==> config.mk <==
export PLATFORM = sky130hd
export DESIGN_NAME = pipeline_hazard_ctrl
export DESIGN_NICKNAME = d
export VERILOG_FILES = /design/src/rtl/pipeline_defs.sv /design/src/rtl/mdiv_seq.sv /design/src/rtl/pipeline_hazard_ctrl.sv
export SDC_FILE = /design/constraint.sdc
export NUM_CORES = 1
export LEC_CHECK = 0
export ABC_AREA = 1
export CAP_MARGIN = 25
export CORE_MARGIN = 2
export CORE_UTILIZATION = 52
export DETAILED_ROUTE_END_ITERATION = 6
export MAX_ROUTING_LAYER = met4
export PLACE_DENSITY = 0.95
export SYNTH_ARGS = -nofsm -noshare
export SYNTH_HDL_FRONTEND = slang
export SYNTH_SLANG_ARGS = --single-unit
export TNS_END_PERCENT = 100
==> constraint.sdc <==
create_clock -name clk -period 3.95 [get_ports clk]
set_clock_uncertainty 0.1 [all_clocks]
set_input_delay 0.79 -clock clk [delete_from_list [all_inputs] [get_ports clk]]
set_output_delay 0.79 -clock clk [all_outputs]
set_load 0.02 [all_outputs]
==> src/rtl/pipeline_defs.sv <==
// Shared definitions for the RV32 pipeline hazard controller.
// Forwarding selects, multi-cycle sequencer states, select helper.
package pipeline_defs;

    localparam logic [1:0] FWD_RF  = 2'b00;
    localparam logic [1:0] FWD_WB  = 2'b01;
    localparam logic [1:0] FWD_MEM = 2'b10;

    typedef enum logic [1:0] {
        IDLE = 2'd0,
        BUSY = 2'd1,
        DONE = 2'd2
    } mdiv_state_t;

    // Memory-stage result is younger, so it wins over Writeback.
    function automatic logic [1:0] fwd_sel(
        input logic [4:0] rs,
        input logic [4:0] rdm,
        input logic       rwm,
        input logic [4:0] rdw,
        input logic       rww
    );
        logic [1:0] sel;
        sel = FWD_RF;
        if (rwm && (rdm != 5'd0) && (rs == rdm))
            sel = FWD_MEM;
        else if (rww && (rdw != 5'd0) && (rs == rdw))
            sel = FWD_WB;
        return sel;
    endfunction

endpackage

==> src/rtl/mdiv_seq.sv <==
// Multi-cycle Execute sequencer for MUL/DIV ops.
// Holds the op in Execute for MDIV_LAT cycles, stalling all but the last.
module mdiv_seq
    import pipeline_defs::*;
#(
    parameter int MDIV_LAT = 4
) (
    input  logic clk,
    input  logic reset,
    input  logic MultiCycleE,
    output logic mdivStall,
    output logic MdivDoneE
);

    localparam int CW = (MDIV_LAT > 2) ? $clog2(MDIV_LAT) : 1;
    localparam logic [CW-1:0] CNT_INIT = CW'(MDIV_LAT - 2);
    localparam logic [CW-1:0] CNT_ONE  = CW'(1);

    mdiv_state_t state, state_n;
    logic [CW-1:0] cnt, cnt_n;

    // State and remaining-cycle counter registers.
    always_ff @(posedge clk or posedge reset) begin
        if (reset) begin
            state <= IDLE;
            cnt   <= '0;
        end else begin
            state <= state_n;
            cnt   <= cnt_n;
        end
    end

    // Next-state, counter and stall/done decode.
    always_comb begin
        state_n   = state;
        cnt_n     = cnt;
        mdivStall = 1'b0;
        MdivDoneE = 1'b0;
        case (state)
            IDLE: begin
                if (MultiCycleE) begin
                    mdivStall = 1'b1;
                    if (MDIV_LAT == 2) begin
                        state_n = DONE;
                    end else begin
                        state_n = BUSY;
                        cnt_n   = CNT_INIT;
                    end
                end
            end
            BUSY: begin
                mdivStall = 1'b1;
                if (cnt == CNT_ONE)
                    state_n = DONE;
                else
                    cnt_n = cnt - CNT_ONE;
            end
            DONE: begin
                MdivDoneE = 1'b1;
                state_n   = IDLE;
            end
            default: begin
                state_n = IDLE;
            end
        endcase
    end

endmodule

==> src/rtl/pipeline_hazard_ctrl.sv <==
// Hazard controller for the 5-stage RV32 pipeline.
// Stall/flush enables, Execute forwarding, MDIV sequencing, stall counter.
module pipeline_hazard_ctrl
    import pipeline_defs::*;
#(
    parameter int MDIV_LAT = 4,
    parameter int CNTW     = 32
) (
    input  logic            clk,
    input  logic            reset,
    input  logic [4:0]      Rs1D,
    input  logic [4:0]      Rs2D,
    input  logic [4:0]      Rs1E,
    input  logic [4:0]      Rs2E,
    input  logic [4:0]      RdE,
    input  logic [4:0]      RdM,
    input  logic [4:0]      RdW,
    input  logic            RegWriteM,
    input  logic            RegWriteW,
    input  logic            LoadE,
    input  logic            PCSrcE,
    input  logic            MultiCycleE,
    output logic            StallF,
    output logic            StallD,
    output logic            StallE,
    output logic            FlushD,
    output logic            FlushE,
    output logic            FlushM,
    output logic [1:0]      ForwardAE,
    output logic [1:0]      ForwardBE,
    output logic            MdivDoneE,
    output logic [CNTW-1:0] StallCnt
);

    logic lwStall;
    logic mdivStall;

    mdiv_seq #(
        .MDIV_LAT(MDIV_LAT)
    ) u_mdiv (
        .clk        (clk),
        .reset      (reset),
        .MultiCycleE(MultiCycleE),
        .mdivStall  (mdivStall),
        .MdivDoneE  (MdivDoneE)
    );

    // Operand forwarding and load-use detection.
    always_comb begin
        ForwardAE = fwd_sel(Rs1E, RdM, RegWriteM, RdW, RegWriteW);
        ForwardBE = fwd_sel(Rs2E, RdM, RegWriteM, RdW, RegWriteW);
        lwStall   = LoadE && (RdE != 5'd0) &&
                    ((Rs1D == RdE) || (Rs2D == RdE));
    end

    // Stall and flush enables; a held MDIV op must not be flushed from E.
    always_comb begin
        StallF = lwStall | mdivStall;
        StallD = lwStall | mdivStall;
        StallE = mdivStall;
        FlushD = PCSrcE;
        FlushE = (lwStall | PCSrcE) & ~mdivStall;
        FlushM = mdivStall;
    end

    // Saturating count of fetch-stall cycles.
    always_ff @(posedge clk or posedge reset) begin
        if (reset)
            StallCnt <= '0;
        else if (StallF && (StallCnt != {CNTW{1'b1}}))
            StallCnt <= StallCnt + CNTW'(1);
    end

endmodule
Yosys cells after proc, flatten, opt, wreduce, memory -nomap -nowiden --
Index checks and enable logic that the tools add are counted.
Word-level totals: output and inout bits 43, register bits 36, input bits 42, word-level logic and storage cells 52
Operators by class: add/subtract/negate cells 2, bitwise gates (word level) 4, eq/ne operators 13, muxes and demuxes 13, reductions and logical operators 17
Operators with widths (count):
- adder 32 x 1 -> 32 bit, second input constant | 1
- != test 32 bit, second input constant | 1
- equality test 5 bit | 6
- nonzero test 5 bit | 3
- 2-to-1 mux 2 bit | 6
- logical AND 1 bit | 9
- one-hot mux 2 bit (2 select lines) | 2
- equality test 2 x 1 -> 1 bit, second input constant | 2
- 2-to-1 mux 1 bit | 4
- != test 2 bit, second input constant | 2
- AND reduction 3 bit | 1
- equality test 2 bit, second input constant | 1
- logical NOT 2 bit | 1
- != test 2 x 1 -> 1 bit, second input constant | 1
- OR 1 bit | 2
- one-hot mux 1 bit (2 select lines) | 1
- AND reduction 2 bit | 1
- nonzero test 2 bit | 1
- subtractor 2 x 1 -> 2 bit, second input constant | 1
- bitwise AND 1 bit | 1
- logical OR 1 bit | 1
- inverter 1 bit | 1

Logic depth before layout (Yosys ltp) --
Gate-level depths: netlist (run 1).
depth in word-level cells 5, mapped depth 12, gate-level depth less buffers 11

Hierarchy --
Synthesis (run 1) repeated with hierarchy kept, for this count alone.
Second synthesis, totals: cells, all modules 465, area total of the unflattened synthesis 3040.4 um2
By module, submodules not included:
- pipeline_hazard_ctrl | sequential area each 800.8 um2, instances 1, cells an instance 436, area an instance 2822.7 um2
- mdiv_seq | sequential area each 100.1 um2, instances 1, cells an instance 29, area an instance 217.7 um2

Worst setup path after synthesis (run 1) --
OpenSTA, ideal clock, no wires.
kind input -> output, start point input port RdM[3], end point output port ForwardAE[0], arrival 1.996 ns, cell stages on the path 3, setup slack 1.064 ns, data required time 3.060 ns, buffers on the path 0, path through xor2_1 > nor4_1 > nor2_1
Between the ends: word-level cells in the longest chain between the ends 4, elaborated cells on any way between the ends 5, classes of those cells eq/ne (1); mux (1); reduce/logical (3)
RTL lines:
- from (decl) | RTL line pipeline_hazard_ctrl.sv:16 | input logic [4:0] RdM,
- nonzero test 5 bit | RTL line pipeline_defs.sv:25 | if (rwm && (rdm != 5'd0) && (rs == rdm))
- logical AND 1 bit | RTL line pipeline_defs.sv:25
- logical AND 1 bit * | RTL line pipeline_defs.sv:25
- 2-to-1 mux 2 bit * | RTL line pipeline_defs.sv:25
- to (decl) | RTL line pipeline_hazard_ctrl.sv:29 | output logic [1:0] ForwardAE,
Mark *: on every way between the ends. The rest lies on a longest branch, timed or not.

Worst setup path in the final report (run 1) --
start point input port RdE[1], end point output port FlushE
Between the ends: word-level cells in the longest chain between the ends 5, elaborated cells on any way between the ends 8, classes of those cells eq/ne (2); bitwise (2); reduce/logical (4)
RTL lines:
- from (decl) | RTL line pipeline_hazard_ctrl.sv:15 | input logic [4:0] RdE,
- equality test 5 bit or nonzero test 5 bit (tied branches) | RTL line pipeline_hazard_ctrl.sv:53, pipeline_hazard_ctrl.sv:52
- logical OR 1 bit or logical AND 1 bit (tied branches) | RTL line pipeline_hazard_ctrl.sv:53, pipeline_hazard_ctrl.sv:52
- logical AND 1 bit * | RTL line pipeline_hazard_ctrl.sv:52 | lwStall = LoadE && (RdE != 5'd0) &&
- OR 1 bit * | RTL line pipeline_hazard_ctrl.sv:62 | FlushE = (lwStall | PCSrcE) & ~mdivStall;
- bitwise AND 1 bit * | RTL line pipeline_hazard_ctrl.sv:62
- to (decl) | RTL line pipeline_hazard_ctrl.sv:27 | output logic FlushE,
Marks and branches as above.

==> results of run 1 <==
sequential cells by signal (all words and copies together) (netlist names):
| signal | count |
|---|---|
| u_mdiv.state | 2 |
| StallCnt | 32 |
| u_mdiv.cnt | 2 |
worst max-delay path, stage by stage:
cell                              delay (ns)
sky130_fd_sc_hd__clkdlybuf4s50_1        0.51
sky130_fd_sc_hd__inv_1                  0.09
sky130_fd_sc_hd__nand2_1                0.08
sky130_fd_sc_hd__nand2_1                0.06
sky130_fd_sc_hd__nor2_1                 0.13
sky130_fd_sc_hd__nand3_1                0.09
sky130_fd_sc_hd__nand2_1                0.07
sky130_fd_sc_hd__nand2_1                0.09
sky130_fd_sc_hd__a21oi_1                0.13
sky130_fd_sc_hd__clkdlybuf4s50_1        0.62
cells in the final DEF, fill, tap and decap left out, types with 6 or more instances in the layout:
cell / n
sky130_fd_sc_hd__o21ai_0: 6
sky130_fd_sc_hd__nand3b_1: 9
sky130_fd_sc_hd__clkdlybuf4s50_1: 84
sky130_fd_sc_hd__nand3_1: 42
sky130_fd_sc_hd__xnor2_1: 16
sky130_fd_sc_hd__xor2_1: 21
sky130_fd_sc_hd__nor2_1: 60
sky130_fd_sc_hd__inv_1: 41
sky130_fd_sc_hd__nand2_1: 183
sky130_fd_sc_hd__dfrtp_1: 36
where the power goes:
part	switching [mW]	total, mW	internal, mW	leakage, nW
clock	0.131	0.251	0.120	0.0410
combinational	0.386	0.625	0.239	1.29
sequential	0.0428	0.457	0.414	0.489
total	0.560	1.33	0.773	1.81
metal layers:
layer	share of wire [%]	GRT usage, %
met5	0	-
met2	52	49.15
met4	2.5	11.03
met1	41	34.54
met3	4.5	3.295
worst paths after layout:
check / from / end
max: RdE[1] / FlushE
min: u_mdiv.cnt[0] / u_mdiv.cnt[0]
max reg2reg: StallCnt[1] / StallCnt[31]
min reg2reg: u_mdiv.cnt[0] / u_mdiv.cnt[0]
max in group asynchronous: reset / StallCnt[19]
min in group asynchronous: reset / u_mdiv.cnt[1]
metrics by stage:
step / setup WS [ns] / area, µm² / hold slack [ns]
after global routing: 0.2464 / 3871 / 0.4851
after detailed placement: 0.4073 / 3794 / 0.4037
after global placement: 0.5406 / 3794 / 0.3880
after CTS: 0.3910 / 3871 / 0.4175
final: 0.3991 / 3871 / 0.4250
after floorplan: 1.064 / 2924 / 0.3646
layout make-up:
| cell class | count | area share [%] |
|---|---|---|
| sequential | 36 | 23.27 |
| tap | 72 | 2.327 |
| timing repair buffer | 86 | 22.11 |
| inverter | 44 | 4.266 |
| clock buffer | 6 | 1.875 |
| multi-input combinational | 365 | 46.02 |
| clock inverter | 1 | 0.1293 |
kinds of logic (layout without fill, tap and decap cells):
family,Yosys count,count (layout)
compound gates,7,7
xor+xnor,37,37
fa+ha+maj,2,2
buf+inv,55,137
flops,36,36
simple gates,319,319
==> summary.md, run 1 <==
Dividing the detail-routed wire length by the instance count gives 13.43 µm. The logs give 8190 µm for the total wirelength of the detailed-routed design and 28.60% for the combined global-route utilization of all metal layers. The tools report the startpoint class of the critical path as a primary input. The total of fill cells in the finished design was 480. The tools report the final HPWL from detailed placement as 6334 µm.

The number of input and output port buffers inserted was 84; the number of top-level design ports was 85. The clock-pin slew of the registers on the worst-case setup and hold paths was 0.07 ns; the slew at the pin closest to its max-slew limit was 0.4656 ns. The layout overhead on the synthesized area is 32.39%, and the via count of the first global-routing pass is 3111.

The count of cells along the worst register-to-register path is 9, and the final critical delay including setup and external delays is 3.551 ns. The reported max-cap violation count came out at 0. The kind of path behind the tightest hold check is reg -> reg.

The library cell with the largest summed area after synthesis was sky130_fd_sc_hd__dfrtp_1. Summing every instance area after synthesis gives 2924 µm². The congestion estimate from routability-driven global placement came to 0.9113.

Dominant combinational cell family by area after synthesis: simple AND/OR/NAND/NOR gates. The buffer type at the clock tree root is sky130_fd_sc_hd__clkbuf_8. The run finished with clean final reports. For the hold violation count in the final report, the log shows 0.

By startpoint and endpoint, the worst setup path is classified as in -> out. The run gives 0 as the global-route congestion overflow total. Clock latency on the worst-skew pair, taken at its later pin, is 0.29 ns.

After detailed routing, the number of vias per cell comes to 5.256. The share of the synthesized area in compound gates (AO/OA/AOI/OAI) was 1.198%. The run gives 0 as the DRC violations left. By count the netlist is led by 183 x sky130_fd_sc_hd__nand2_1, 60 x sky130_fd_sc_hd__nor2_1, 42 x sky130_fd_sc_hd__nand3_1. The final-report max-slew violation count is 0, and the buffer levels on the longest clock path is 2.

The count of warnings emitted by yosys is 0, and the critical path arrival is 2.66 ns. Post-CTS repair changed the size of 0 cells. In the synthesized netlist the dominant register cell turns out to be sky130_fd_sc_hd__dfrtp_1. The arithmetic-cell share of the synthesized area counting full adders, half adders and majority gates is 0.8558%, and the post-cts hold buffer count is 0. The number of nets in the finished design is 582.

The die width came out at 78.99 µm. The number of clock buffers added by TritonCTS is 5. In this run the remaining antenna-violating nets after routing total 0. The largest fanout on the critical path works out to 3. The design draws 1.333 mW. Synthesis produced a netlist with a net count of 500. The synthesized netlist devotes 47.80% of its cell area to simple gates. TritonCTS built the clock tree. For this run, the register share of the synthesized area comes to 30.81%. The post-route non-filler standard cell count is 610, and the count of cells along the worst hold path is 1. The maximum number of pins on one net before global-route repair came out at 40.

The logs give 26 for the distinct cell type count after synthesis and 68.96% for the worst max-slew margin expressed relative to the limit. The final cycle utilization of the critical path came out at 89.90%. Yosys instantiated no cell more often than sky130_fd_sc_hd__nand2_1.

STA puts the critical path data required time at 3.06 ns. The register area was 900.9 µm²; the area share of the leading cell type in the synthesized netlist was 30.81%. The detailed router placed 3206 vias in this run.

The tools report the iteration count of the initial detailed-routing pass as 4. Ranked by total cell area, the synthesized netlist is headed by sky130_fd_sc_hd__dfrtp_1 31%, sky130_fd_sc_hd__nand2_1 23%, sky130_fd_sc_hd__nor2_1 7.7%, sky130_fd_sc_hd__nand3_1 7.2%, sky130_fd_sc_hd__xor2_1 6.3%. Setup violations remaining at the end of the flow were counted as 0. Buffers added to address setup during post-CTS repair amount to 0. The core region is 5473 µm². Counting flops with an async set or reset pin after synthesis yields a share of 100.0%. The mux share of post-synthesis cell area is 0%, and the number of antenna violations at the first check in global routing is 0. Summing all multi-input logic gate instances after layout gives 1782 µm². For the final routed database, the setup TNS stands at 0 ns. For the reported leakage power, the log shows 1.815 nW.

Of the total synthesized cell area, the portion taken by XOR and XNOR cells is 11.08%. Setup repair after global routing left no endpoint under its margin. The H-tree was split into 2 levels. The number of diodes added for antenna fixing came out at 0. The mean post-synth cell area was 6.412 µm². For the maximum vdd drop, the log shows 608.9 µV. The number of placed instances, taps included, is 603. For flop-to-flop paths, the worst setup slack is 1.76 ns. The power density over the cells is 344.4 nW/µm², and the die span in y is 78.99 µm. Cells with a size suffix above 1 make up 4.833% of the layout. In this run, synthesis produced a sequential element count of 36. The run gives 70.74% as the final core utilization. Static timing analysis puts the maximum clock frequency at 281.6 MHz. The number of enable-type register cells in the synthesized netlist was 0; the gate count of the mapped netlist was 456. The first global-routing pass estimated 13920 µm of wire. The effective utilization at floorplan was 53.43%. The row count was 27. The worst setup path is captured at an output port. The detailed router finished its first iteration with 231 violations. The die covers 6239 µm².

The number of clock sinks was 36.
Note: power is estimated with default switching activity, not from simulation.
==> inputs of run 2 (changes only) <==
Settings changed: CTS_CLUSTER_DIAMETER set to 80, HOLD_SLACK_MARGIN set to 0.02.
==> results of run 2 <==
The final DEF is identical to that of run 1; final timing and power are the same.
==> inputs of run 3 (changes only) <==
Settings changed: HOLD_SLACK_MARGIN 0.02 to not set.
==> results of run 3 <==
The final DEF is identical to that of run 1; final timing and power are the same.
